<file path="src/rtl/bp_be_pkg.sv">
// Shared types for the backend branch resolver.
//
// Contents:
//   `BP_BE_BR_RESOLVE_WIDTH(vaddr_width_mp)
//       Packed width of one resolve-stage entry.
//   `DECLARE_BP_BE_BR_RESOLVE_S(vaddr_width_mp)
//       Declares the bp_be_br_resolve_s struct in the calling scope. The
//       struct holds pc, npc_pred, tgt, taken and v.
//   bp_be_resolver_state_e
//       Redirect FSM states: e_idle and e_pend.
//   bp_be_tgt_misaligned()
//       Instruction-address alignment check on the low target bits.

`ifndef BP_BE_PKG_MACROS
`define BP_BE_PKG_MACROS

`define BP_BE_BR_RESOLVE_WIDTH(vaddr_width_mp) (3*(vaddr_width_mp)+2)

`define DECLARE_BP_BE_BR_RESOLVE_S(vaddr_width_mp) \
    typedef struct packed {                        \
        logic [(vaddr_width_mp)-1:0] pc;           \
        logic [(vaddr_width_mp)-1:0] npc_pred;     \
        logic [(vaddr_width_mp)-1:0] tgt;          \
        logic                        taken;        \
        logic                        v;            \
    } bp_be_br_resolve_s

`endif

package bp_be_pkg;

    typedef enum logic {
        e_idle = 1'b0,
        e_pend = 1'b1
    } bp_be_resolver_state_e;

    // Only 4-byte instructions exist here, so both low bits must be clear.
    function automatic logic bp_be_tgt_misaligned(input logic [1:0] low_bits);
        return (low_bits != 2'b00);
    endfunction

endpackage

</file>
<file path="src/rtl/bp_be_sat_counter.sv">
// Saturating up-counter.
//
// Ports:
//   clk_i    - clock
//   reset_i  - asynchronous active-high reset; clears the count
//   incr_i   - increment request; ignored once the count is all-ones
//   count_o  - current count

module bp_be_sat_counter #(
    parameter int width_p = 32
) (
    input  logic               clk_i,
    input  logic               reset_i,
    input  logic               incr_i,
    output logic [width_p-1:0] count_o
);

    always_ff @(posedge clk_i or posedge reset_i) begin
        if (reset_i) begin
            count_o <= '0;
        end else if (incr_i && (count_o != '1)) begin
            count_o <= count_o + width_p'(1);
        end
    end

endmodule

</file>
<file path="src/rtl/bp_be_br_resolver.sv">
// Backend branch resolver. This block sits after the integer pipe.
//
// Each branch or jump is captured in one cycle and resolved in the next.
// On resolve, the actual next PC from the integer pipe is compared against
// the frontend's prediction. The possible outcomes are:
//   - an attaboy pulse on a correct prediction,
//   - a misalign pulse on a misaligned taken target,
//   - a one-cycle squash plus a redirect that is held until the frontend
//     accepts it, on a mispredict.
// Mispredicts are also counted with a saturating counter.
//
// Ports:
//   clk_i, reset_i         - clock, asynchronous active-high reset
//   v_i, br_v_i, jmp_v_i   - valid instruction, conditional branch, jal/jalr
//   pc_i, npc_pred_i       - instruction PC and predicted next PC
//   taken_i, br_tgt_i      - integer pipe taken flag and resolved next PC
//   flush_i                - commit-stage flush (highest priority after reset)
//   redirect_ready_i       - frontend can accept a redirect
//   redirect_v_o/pc_o      - held redirect to the frontend
//   squash_o               - one-cycle kill of younger instructions
//   attaboy_v_o/pc_o       - correct-prediction pulse
//   misalign_v_o/pc_o      - instruction-address-misaligned pulse
//   mispredict_cnt_o       - saturating mispredict count

module bp_be_br_resolver
    import bp_be_pkg::*;
#(
    parameter int vaddr_width_p = 39,
    parameter int cnt_width_p   = 32
) (
    input  logic                     clk_i,
    input  logic                     reset_i,
    input  logic                     v_i,
    input  logic                     br_v_i,
    input  logic                     jmp_v_i,
    input  logic [vaddr_width_p-1:0] pc_i,
    input  logic [vaddr_width_p-1:0] npc_pred_i,
    input  logic                     taken_i,
    input  logic [vaddr_width_p-1:0] br_tgt_i,
    input  logic                     flush_i,
    input  logic                     redirect_ready_i,
    output logic                     redirect_v_o,
    output logic [vaddr_width_p-1:0] redirect_pc_o,
    output logic                     squash_o,
    output logic                     attaboy_v_o,
    output logic [vaddr_width_p-1:0] attaboy_pc_o,
    output logic                     misalign_v_o,
    output logic [vaddr_width_p-1:0] misalign_pc_o,
    output logic [cnt_width_p-1:0]   mispredict_cnt_o
);

    `DECLARE_BP_BE_BR_RESOLVE_S(vaddr_width_p);

    bp_be_br_resolve_s        resolve_r;
    bp_be_resolver_state_e    state_r;
    logic [vaddr_width_p-1:0] redirect_pc_r;

    logic block;
    logic capture;
    logic res_v;
    logic misalign;
    logic correct;
    logic mispredict;

    // While a redirect is pending, or in the squash cycle itself, anything
    // the integer pipe presents is on the wrong path.
    assign block   = (state_r == e_pend) | squash_o;
    assign capture = v_i & (br_v_i | jmp_v_i) & ~flush_i & ~block;

    // A flush in the resolve cycle discards the instruction being resolved.
    assign res_v      = resolve_r.v & ~flush_i;
    assign misalign   = res_v & resolve_r.taken & bp_be_tgt_misaligned(resolve_r.tgt[1:0]);
    assign correct    = res_v & ~misalign & (resolve_r.tgt == resolve_r.npc_pred);
    assign mispredict = res_v & ~misalign & (resolve_r.tgt != resolve_r.npc_pred);

    always_ff @(posedge clk_i or posedge reset_i) begin
        if (reset_i) begin
            resolve_r <= '0;
        end else begin
            resolve_r.v <= capture;
            if (capture) begin
                resolve_r.pc       <= pc_i;
                resolve_r.npc_pred <= npc_pred_i;
                resolve_r.tgt      <= br_tgt_i;
                resolve_r.taken    <= taken_i;
            end
        end
    end

    // The redirect is raised combinationally in the mispredict cycle, which
    // is the same cycle as the squash. If the frontend accepts it right away,
    // the FSM never leaves IDLE. Otherwise PEND holds the request, and the
    // target is latched so that it stays stable.
    always_ff @(posedge clk_i or posedge reset_i) begin
        if (reset_i) begin
            state_r       <= e_idle;
            redirect_pc_r <= '0;
        end else begin
            if (mispredict) begin
                redirect_pc_r <= resolve_r.tgt;
            end
            case (state_r)
                e_idle: if (mispredict && !redirect_ready_i) state_r <= e_pend;
                e_pend: if (flush_i || redirect_ready_i)     state_r <= e_idle;
            endcase
        end
    end

    // A flush cancels a pending redirect in the same cycle. The commit stage
    // owns the redirect from then on.
    assign redirect_v_o  = ((state_r == e_pend) & ~flush_i) | mispredict;
    assign redirect_pc_o = mispredict ? resolve_r.tgt : redirect_pc_r;
    assign squash_o      = mispredict;
    assign attaboy_v_o   = correct;
    assign attaboy_pc_o  = resolve_r.pc;
    assign misalign_v_o  = misalign;
    assign misalign_pc_o = resolve_r.tgt;

    bp_be_sat_counter #(
        .width_p (cnt_width_p)
    ) mispredict_counter (
        .clk_i   (clk_i),
        .reset_i (reset_i),
        .incr_i  (mispredict),
        .count_o (mispredict_cnt_o)
    );

endmodule

</file>
<file path="config.mk">
export PLATFORM = sky130hd
export DESIGN_NAME = bp_be_br_resolver
export DESIGN_NICKNAME = d
export VERILOG_FILES = /design/src/rtl/bp_be_pkg.sv /design/src/rtl/bp_be_sat_counter.sv /design/src/rtl/bp_be_br_resolver.sv
export SDC_FILE = /design/constraint.sdc
export NUM_CORES = 1
export LEC_CHECK = 0
export CORE_UTILIZATION = 40
export DETAILED_ROUTE_END_ITERATION = 8
export PLACE_DENSITY = 0.83
export SLEW_MARGIN = 20
export SYNTH_ARGS = -nofsm -noshare
export SYNTH_HDL_FRONTEND = slang
export SYNTH_SLANG_ARGS = --single-unit
</file>
<file path="constraint.sdc">
create_clock -name clk_i -period 8.36 [get_ports clk_i]
set_input_delay 1.672 -clock clk_i [delete_from_list [all_inputs] [get_ports clk_i]]
set_output_delay 1.672 -clock clk_i [all_outputs]
set_load 0.005 [all_outputs]
</file>
Word-level counts from Yosys, hierarchy flattened
Cells that the tools add are included.
{"block": "op_classes", "reduce_logical": 5, "bitwise": 17, "n_addsub": 1, "n_eq_ne": 3, "muxes": 4}
{"cell": "== test 39 bit", "n": 1}
{"cell": "2-to-1 mux 39 bit", "n": 1}
{"cell": "inequality test 39 bit", "n": 1}
{"cell": "adder 32 x 1 -> 32 bit (second input constant)", "n": 1}
{"cell": "inequality test 32 bit (second input constant)", "n": 1}
{"cell": "bitwise AND 1 bit", "n": 10}
{"cell": "inverter 1 bit", "n": 4}
{"cell": "OR 1 bit", "n": 3}
{"cell": "logical AND 1 bit", "n": 2}
{"cell": "2-to-1 mux 1 bit", "n": 2}
{"cell": "case mux 1 bit (2 select lines)", "n": 1}
{"cell": "nonzero test 2 bit", "n": 1}
{"cell": "logical NOT 1 bit", "n": 1}
{"cell": "logical OR 1 bit", "n": 1}
{"block": "totals", "word_cells": 38, "in_bits": 125, "out_inout_bits": 153, "reg_bits": 191}

Logic depth before layout (Yosys ltp)
Gate-level depths: netlist (run 1).
{"block": "depth", "ltp_word": 10, "ltp_mapped": 8, "mapped_depth_nobuf": 7}

Cells and area by module
From an unflattened synthesis (run 1), not the netlist that was laid out.
{"block": "unflattened", "cells_unflattened": 618, "hier_area_um2": 9093.7}
{"mod": "bp_be_br_resolver", "area_per_inst_um2": 7532.2, "cells_each": 479, "seq_area_each_um2": 3978.8, "n_inst": 1}
{"mod": "bp_be_sat_counter", "area_per_inst_um2": 1561.5, "cells_each": 139, "seq_area_each_um2": 800.8, "n_inst": 1}

Worst setup path after synthesis (run 1)
OpenSTA, ideal clock, no wires.
{"block": "synth_path", "path_kind": "input to output", "from": "input flush_i", "to": "output redirect_pc_o[0]", "arrival_time_ns": 2.991, "path_slack_ns": 3.697, "n_path_buf": 1, "t_required_ns": 6.688, "stages": 5, "path_cell_list": "inv_1 -> nand3_1 -> a31oi_2 -> clkbuf_1 -> mux2_2"}
{"block": "synth_via", "elab_chain_cells": 8}
{"element": "start: declaration", "line_no": "bp_be_br_resolver.sv:40", "source": "input logic flush_i,"}
{"element": "inverter 1 bit *", "line_no": "bp_be_br_resolver.sv:71", "source": "assign res_v = resolve_r.v & ~flush_i;"}
{"element": "bitwise AND 1 bit *", "line_no": "bp_be_br_resolver.sv:71"}
{"element": "bitwise AND 1 bit (2 in series)", "line_no": "bp_be_br_resolver.sv:72", "source": "assign misalign = res_v & resolve_r.taken & bp_be_tgt_misaligned(resolve_r.tgt[1:0]);"}
{"element": "inverter 1 bit", "line_no": "bp_be_br_resolver.sv:74", "source": "assign mispredict = res_v & ~misalign & (resolve_r.tgt != resolve_r.npc_pred);"}
{"element": "bitwise AND 1 bit * (2 in series)", "line_no": "bp_be_br_resolver.sv:74"}
{"element": "2-to-1 mux 39 bit *", "line_no": "bp_be_br_resolver.sv:112", "source": "assign redirect_pc_o = mispredict ? resolve_r.tgt : redirect_pc_r;"}
{"element": "end: declaration", "line_no": "bp_be_br_resolver.sv:43", "source": "output logic [vaddr_width_p-1:0] redirect_pc_o,"}
Mark *: on every way between the ends. The rest lies on a longest branch, timed or not.

Worst setup path after layout (run 1)
{"block": "layout_path", "from": "input flush_i", "to": "output redirect_pc_o[31]"}
Same word-level chain as after synthesis.

==> results of run 1 <==
critical path, stage by stage:
cell and delay (ps):
clkdlybuf4s50_1 460, inv_1 100, nand3_1 160, a31oi_4 590
buf_4 640, mux2_2 420, clkdlybuf4s50_1 460
flip-flops by register name, indices dropped and copies added, names as in the netlist:
signal / count
state_r: 1
misalign_pc_o: 39
mispredict_counter.count_o: 32
redirect_pc_r: 39
attaboy_pc_o: 39
resolve_r: 41
power by group:
| group | switching, mW | total, mW | internal (mW) | leakage (nW) |
|---|---|---|---|---|
| sequential | 0.137 | 1.28 | 1.14 | 2.33 |
| combinational | 0.255 | 0.799 | 0.543 | 2.05 |
| clock | 0.376 | 0.804 | 0.428 | 0.269 |
kinds of logic after synthesis:
| group | after synthesis | share of synthesized area (%) |
|---|---|---|
| and+or+nand+nor | 93 | 6.41 |
| muxes | 158 | 20.8 |
| buffers and inverters | 105 | 9.14 |
| adders and majority gates | 1 | 0.146 |
| DFF | 191 | 55.9 |
| xor gates and xnor gates | 68 | 6.97 |
| AOI/OAI and AO/OA | 7 | 0.571 |
layer usage:
metal / track usage, % / vias to the layer above / wire (um)
met5: 0 / - / 13
met3: 6.47 / 15 / 1700
met1: 21.8 / 2682 / 8000
met2: 31.3 / 210 / 9790
li1: - / 2488 / -
met4: 5.15 / 2 / 211
stage by stage:
| step | utilization [%] | cells | power, mW | instance area (sq um) | setup WS (ps) |
|---|---|---|---|---|---|
| 3_5_place_dp | 52.3 | 1079 | 2.11 | 11000 | 2070 |
| 2_1_floorplan | - | 623 | 1.70 | 8540 | 1490 |
| 5_1_grt | 55.1 | 1111 | 3.03 | 11500 | 1890 |
| 4_1_cts | 55.0 | 1111 | 2.93 | 11500 | 2060 |
| 6_report | 55.1 | 1111 | 2.88 | 11500 | 2090 |
| 3_3_place_gp | 52.3 | 1079 | 2.08 | 11000 | 2170 |
Yosys cell counts (all sizes together), types with 2 or more instances:
cell type / number / share of area, %
and4: 3 / 0.31
nand2: 6 / 0.26
nand3: 15 / 0.88
inv: 5 / 0.22
nor2: 10 / 0.44
xnor2: 68 / 7.0
nor4: 2 / 0.29
buf: 91 / 8.5
clkbuf: 9 / 0.40
and2: 6 / 0.44
nor3: 6 / 0.48
and3: 14 / 1.0
a31oi: 4 / 0.37
mux2: 158 / 21
nand4: 29 / 2.1
dfrtp: 191 / 56
how the worst max path moves through the flow:
stage / slack [ps] / endpoint / start
floorplan: 1490 / attaboy_pc_o[0] / reset_i
global placement: 2170 / redirect_pc_o[31] / flush_i
detailed placement: 2070 / redirect_pc_o[22] / flush_i
CTS: 2060 / redirect_pc_o[22] / flush_i
global route: 1890 / redirect_pc_o[2] / flush_i
finish: 2090 / redirect_pc_o[31] / flush_i
area by class of cell:
| class | count | share of cell area [%] |
|---|---|---|
| Tap cell | 275 | 2.98 |
| Clock buffer | 20 | 3.87 |
| Inverter | 5 | 0.228 |
| Clock inverter | 12 | 1.12 |
| Timing Repair Buffer | 281 | 24.4 |
| Sequential cell | 191 | 41.4 |
| Multi-Input combinational cell | 327 | 25.9 |
==> flow_summary_export.csv, run 1 <==
group,metric,value,unit
run_status,run_status,"complete, no violations",
job,maxCapViolCount,0,
grt,grt_max_degree,115,
sta,rsz0062_at_grt,"false",
sta,slew_violations,0,
routing,drtIter0Drc,128,
grt,antenna_found_initial,1,
die,dieArea,21900,sq um
setup_path,critPathCaptureType,"output pin",
synth,ys_seq_area_share,55.9,%
worst_hold_path,hold_path_depth,1,
clock_network,clk_latency,430,ps
sta,slew_headroom,47.2,%
layout,antenna_cells,0,
die,num_rows,53,
clock_network,cts_buffers,17,
placement,gp_congestion,0.809,
synth,yosys_warnings,0,
setup_path,timing.rr.start,"misalign_pc_o[38]",
placement,dp_hpwl,14400,um
clock_network,cts_buffer_depth,2,
sta,skew,16.9,ps
sta,setup_tns,0,ps
synth,avgSynthCellArea,13.7,sq um
synth,ys_types,26,
routing,wirelength,19700,um
grt,grtUsageTotal,18.4,%
sta,hold_violations,0,
layout,multi_input_area,2990,sq um
setup_path,crit_required,6690,ps
worst_hold_path,hold_end,"attaboy_pc_o[31]",
setup_path,crit_arrival,4590,ps
layout,seq_area,4780,sq um
synth,synthArstFlopShare,100,%
power,power.leakage,4.65,nW
clock_network,htreeDepth,4,
die,die_y,148,um
layout,fillers,1771,
setup_path,crit_path_max_fanout,57,
layout,layout-drive-gt1-share,11.5,%
worst_hold_path,hold_start,"attaboy_pc_o[31]",
die,io_pins,278,
setup_path,path_class,"input pin to output pin",
synth,syn-num-nets,749,
routing,drcViolationCount,0,
synth,syn_inst,623,
routing,viasPerCell,4.86,
grt,grt_pass1_vias,5524,
setup_path,rrSetupSlack,4840,ps
routing,ant_nets,0,
layout,fin_nets,949,
sta,max_freq,160,MHz
sta,fin_crit,6270,ps
layout,final_common_cell,"clkdlybuf4s50_1",
routing,wl_per_cell,17.7,um
sta,fin_crit_sh,74.9,%
layout,final_cell_mix,"clkdlybuf4s50_1 (277), dfrtp_1 (191), mux2_1 (102)",
clock_network,cts.sinks,191,
clock_network,cts-root-buf,"clkbuf_16",
die,coreArea,21000,sq um
worst_hold_path,hp-class,"register to register",
power,powerDensity,250,nW/um^2
synth,synth_ff_type,"dfrtp_1",
setup_path,r2r_end,"misalign_pc_o[7]",
grt,overflow,0,
die,die-width,148,um
routing,num_vias,5397,
clock_network,clk_pin_slew,70,ps
clock_network,cts_setup_buffers,0,
clock_network,cts_tree,"yes",
synth,synth-seq-cells,191,
setup_path,start_kind,"input pin",
power,vdd_ir_drop_max,0.147,mV
placement,io_buffers,277,
sta,fin_hold_ws,485,ps
sta,setup_violations,0,
setup_path,r2r_cells,7,
grt,grt_first_pass_wirelength,30500,um
die,start_util,40.8,%
clock_network,hold_buffers,0,
synth,synth-edff-count,0,
layout,area_growth,35.0,%
sta,tightest_slew,792,ps
clock_network,cts_resized,0,
routing,first_pass_iters,4,
synth,synth_area,8540,sq um
Note: power is estimated with default switching activity, not from simulation.
==> run 2, diff against run 1 <==
--- a/config.mk
+++ b/config.mk
@@ -7,7 +7,7 @@
 export LEC_CHECK = 0
 export CORE_UTILIZATION = 40
 export DETAILED_ROUTE_END_ITERATION = 8
-export PLACE_DENSITY = 0.83
+export PLACE_DENSITY = 0.86
 export SLEW_MARGIN = 20
 export SYNTH_ARGS = -nofsm -noshare
 export SYNTH_HDL_FRONTEND = slang
==> constraint.sdc (replaced) <==
create_clock -name clk_i -period 5.2 [get_ports clk_i]
set_input_delay 1.04 -clock clk_i [delete_from_list [all_inputs] [get_ports clk_i]]
set_output_delay 1.04 -clock clk_i [all_outputs]
set_load 0.005 [all_outputs]
==> run 2 against run 1 <==
  * Non-clock buffer count up 6
  * Critical path depth unchanged
  * Largest power group unchanged
  * First-iteration DRC count up 9.4%
  * Highest routed layer is now met4
==> flow_summary_export.csv, run 2 (same netlist as run 1, synthesis figures left out) <==
group,metric,value,unit
run_status,run_status,"complete, no violations",
sta,rsz0062_at_grt,"false",
power,p_clk_share,29.7,%
layout,largest_reg_flops,41,
sta,setup_tns,0,ps
routing,viasPerCell,4.82,
die,start_util,40.8,%
power,vdd_ir_drop_max,0.214,mV
setup_path,crit_required,4160,ps
die,coreArea,21000,sq um
die,dieArea,21900,sq um
clock_network,cts_tree,"yes",
placement,io_buffers,277,
setup_path,path_class,"input pin to output pin",
power,power.leakage,4.72,nW
grt,overflow,0,
layout,final_common_cell,"clkdlybuf4s50_1",
placement,gp_congestion,0.790,
die,num_rows,53,
setup_path,start_kind,"input pin",
grt,antenna_found_initial,0,
sta,setup_violations,0,
layout,instances_no_fill,1116,
sta,fin_crit,4580,ps
power,switching_share,25.5,%
layout,final_cell_mix,"clkdlybuf4s50_1 (277), dfrtp_1 (191), mux2_1 (102)",
worst_hold_path,hold_path_depth,1,
routing,wirelength,19900,um
setup_path,crit_arrival,3540,ps
clock_network,cts_buffer_depth,2,
grt,grtUsageTotal,18.6,%
layout,fin_nets,955,
grt,grt_max_degree,79,
routing,ant_nets,0,
layout,stdcell_area,11600,sq um
clock_network,cts_setup_buffers,0,
sta,skew,9.50,ps
sta,fin_crit_sh,88.2,%
die,die-width,148,um
worst_hold_path,hp-class,"register to register",
clock_network,cts.sinks,191,
grt,grt_pass1_vias,5636,
sta,hold_violations,0,
setup_path,r2r_cells,7,
routing,first_pass_iters,4,
layout,top_register,"resolve_r",
routing,drtIter0Drc,140,
clock_network,cts_resized,0,
sta,max_freq,218,MHz
placement,dpl_cell_area,11000,sq um
setup_path,critPathCaptureType,"output pin",
layout,fillers,1750,
clock_network,hold_buffers,0,
placement,dp_cells,1085,
clock_network,htreeDepth,4,
layout,layout-drive-gt1-share,12.1,%
layout,antenna_cells,0,
power,pwr-share-comb,27.2,%
clock_network,cts-root-buf,"clkbuf_16",
placement,dp_hpwl,14800,um
layout,final_util,55.6,%
layout,area_growth,36.3,%
routing,num_vias,5378,
routing,wl_per_cell,17.8,um
clock_network,clk_pin_slew,60,ps
job,maxCapViolCount,0,
routing,drcViolationCount,0,
clock_network,cts_buffers,17,
die,die_y,148,um
sta,slew_headroom,51.4,%
power,switchingPower,1.21,mW
setup_path,crit_path_max_fanout,29,
power,pwr-share-seq,43.2,%
clock_network,clk_latency,420,ps
power,p_int,3.55,mW
sta,slew_violations,0,
sta,tightest_slew,728,ps
power,powerDensity,408,nW/um^2
die,io_pins,278,
grt,grt_first_pass_wirelength,31000,um
==> run 2: cell count changes in the layout (fill, tap and decap cells not counted), moves of 2 or more <==
cell        before  now
inv_6            1    3
buf_4            2    8
inv_8            4    0
clkinvlp_4       4    2
bufinv_16        1    4
==> run 2: path summary, 6_finish.rpt <==
check                             startpoint                              to  slack, ps
max in group asynchronous            reset_i                attaboy_pc_o[19]       3470
min in group asynchronous            reset_i  mispredict_counter.count_o[27]       1230
max reg2reg                misalign_pc_o[10]                   resolve_r[77]       2000
min                         attaboy_pc_o[27]                attaboy_pc_o[27]        480
min reg2reg                 attaboy_pc_o[27]                attaboy_pc_o[27]        480
max                                  flush_i                redirect_pc_o[5]        620
==> run 2: per-layer routing <==
layer	vias up	part of all wire, %	global-route usage [%]
li1	2485	-	-
met1	2677	40	22.1
met2	205	51	32.2
met3	11	8.5	6.23
met4	0	0.64	4.28
met5	-	0	0
==> run 2: area by class of cell <==
class,instances,area (sq um),area share (%)
clock buffers,20,457,3.92
clock inverters,11,176,1.51
inverters,5,22.5,0.193
multi-input cells,327,2990,25.7
flip-flops and latches,191,4780,41.0
well taps,275,344,2.95
repair buffers,287,2870,24.7
==> run 2: critical path, stage by stage <==
cell and delay, ps:
clkdlybuf4s50_1 460, inv_1 90, nand3_1 160, a31oi_4 640, buf_12 290, mux2_2 370, clkdlybuf4s50_1 450
==> run 2: power groups by stage <==
stage          Sequential [mW]  Clock [mW]  Combinational (mW)
6_report                  2.05        1.41                1.29
4_1_cts                   2.06        1.46                1.32
2_1_floorplan             2.01           0               0.722
5_1_grt                   2.10        1.52                1.39
3_5_place_dp              2.09           0                1.31
3_3_place_gp              2.07           0                1.27
==> run 2: through the flow <==
step	power [mW]	hold WS [ps]	worst slack [ps]
floorplan	2.73	451	1700
global placement	3.34	461	650
detailed placement	3.40	474	583
CTS	4.83	489	578
global route	5.01	503	433
finish	4.76	484	616
==> run 3, diff against run 2 <==
--- a/config.mk
+++ b/config.mk
@@ -5,6 +5,8 @@
 export SDC_FILE = /design/constraint.sdc
 export NUM_CORES = 1
 export LEC_CHECK = 0
+export CAP_MARGIN = 30
+export CORE_MARGIN = 2
 export CORE_UTILIZATION = 40
 export DETAILED_ROUTE_END_ITERATION = 8
 export PLACE_DENSITY = 0.86
==> run 3 against run 2 <==
  * Clock-buffer cell count shrank 2
  * First-iteration DRC count rose by 11%
  * Final area is 0.29% lower
  * Critical path depth unchanged
  * Utilization down 0.34 points
  * Sequential cell count unchanged
  * Sequential power hardly changed
  * Register-to-register slack better by 110 ps
==> flow_summary_export.csv, run 3 (same netlist as run 1, synthesis figures left out) <==
group,metric,value,unit
grt,grtUsageTotal,17.9,%
grt,overflow,0,
routing,num_vias,5396,
routing,wirelength,19700,um
die,num_rows,53,
sta,slew_headroom,59.5,%
clock_network,cts_setup_buffers,0,
die,io_pins,278,
job,maxCapViolCount,0,
setup_path,path_class,"input pin to output pin",
sta,slew_violations,0,
routing,viasPerCell,4.84,
sta,setup_violations,0,
clock_network,clk_latency,430,ps
sta,setup_ws,864,ps
clock_network,clk_pin_slew,70,ps
clock_network,htreeDepth,4,
routing,first_pass_iters,4,
routing,wl_per_cell,17.7,um
layout,fin_nets,953,
layout,final_common_cell,"clkdlybuf4s50_1",
sta,rsz0062_at_grt,"false",
die,dieArea,22500,sq um
layout,final_util,55.2,%
sta,hold_violations,0,
power,vdd_ir_drop_max,0.265,mV
layout,layout-drive-gt1-share,12.0,%
layout,top_register,"resolve_r",
sta,fin_crit,4340,ps
placement,pre_cts_ws,859,ps
clock_network,hold_buffers,0,
routing,ant_nets,0,
worst_hold_path,hp-class,"register to register",
setup_path,crit_arrival,3300,ps
layout,largest_reg_flops,41,
routing,drcViolationCount,0,
clock_network,cts.sinks,191,
power,powerDensity,400,nW/um^2
clock_network,cts_resized,0,
sta,skew,12.6,ps
layout,area_growth,35.9,%
placement,dp_hpwl,14600,um
grt,grt_pass1_vias,5814,
layout,final_cell_mix,"clkdlybuf4s50_1 (277), dfrtp_1 (191), mux2_1 (102)",
setup_path,crit_path_max_fanout,64,
sta,max_freq,231,MHz
clock_network,cts_tree,"yes",
sta,setup_tns,0,ps
run_status,run_status,"complete, no violations",
clock_network,cts_buffer_depth,2,
sta,tightest_slew,608,ps
placement,gp_congestion,0.730,
die,coreArea,21000,sq um
layout,instances_no_fill,1115,
placement,dp_cells,1083,
layout,antenna_cells,0,
setup_path,start_kind,"input pin",
sta,fin_crit_sh,83.4,%
die,die-width,150,um
grt,grt_max_degree,99,
sta,fin_hold_ws,486,ps
die,start_util,40.6,%
clock_network,cts_buffers,17,
placement,io_buffers,277,
grt,grt_first_pass_wirelength,30900,um
setup_path,crit_required,4160,ps
routing,drtIter0Drc,155,
grt,antenna_found_initial,0,
clock_network,cts-root-buf,"clkbuf_16",
setup_path,critPathCaptureType,"output pin",
die,die_y,150,um
power,power.leakage,4.69,nW
-- run 3: cell types whose count changed in the layout (fill, tap and decap cells not counted) --
cell	delta
clkinv_4	-2
buf_4	-5
clkbuf_8	-2
clkinv_8	+3
inv_6	+3
buf_12	+3
bufinv_16	-4
inv_8	+3
-- run 3: path summary, 6_finish.rpt --
path                                        start  depth (start not counted)  slack, ps                 to
worst max-delay path                      flush_i                          7        860  redirect_pc_o[16]
worst min-delay path             attaboy_pc_o[23]                          1        490   attaboy_pc_o[23]
worst max register to register  misalign_pc_o[30]                          8       2110      resolve_r[57]
worst min register to register   attaboy_pc_o[23]                          1        490   attaboy_pc_o[23]
max in group asynchronous                 reset_i                          3       3480  misalign_pc_o[11]
min in group asynchronous                 reset_i                          2        990      resolve_r[72]
-- run 3: final cells by class --
type	instances	area (sq um)
clock buffer	18	429
clock inverter	14	148
fill	1707	9410
inverter	5	22.5
multi-input combinational	327	2990
sequential	191	4780
tap	275	344
timing repair buffer	285	2900
-- run 3: per-layer routing --
layer | share of wire [%] | track usage (%) | vias up
met3 | 10 | 6.70 | 11
met4 | 0.86 | 4.43 | 0
li1 | - | - | 2491
met2 | 48 | 30.5 | 214
met1 | 41 | 21.4 | 2680
met5 | 0 | 0 | -
-- run 3: stage by stage --
stage / area, sq um / power [mW]
after global placement: 11000 / 3.36
after global routing: 11600 / 4.89
after detailed placement: 11000 / 3.40
after floorplan: 8550 / 2.73
after CTS: 11600 / 4.71
final: 11600 / 4.64
-- run 3: worst max-delay path: stages --
cell and delay (ps):
clkdlybuf4s50_1 460, inv_1 110, nand3_1 210, a31oi_4 250
buf_12 300, mux2_2 400, clkdlybuf4s50_1 450
-- run 3: power by group --
group / internal (mW) / switching (mW) / total (mW)
Sequential: 1.83 / 0.228 / 2.06
Combinational: 0.878 / 0.412 / 1.29
Clock: 0.644 / 0.651 / 1.30
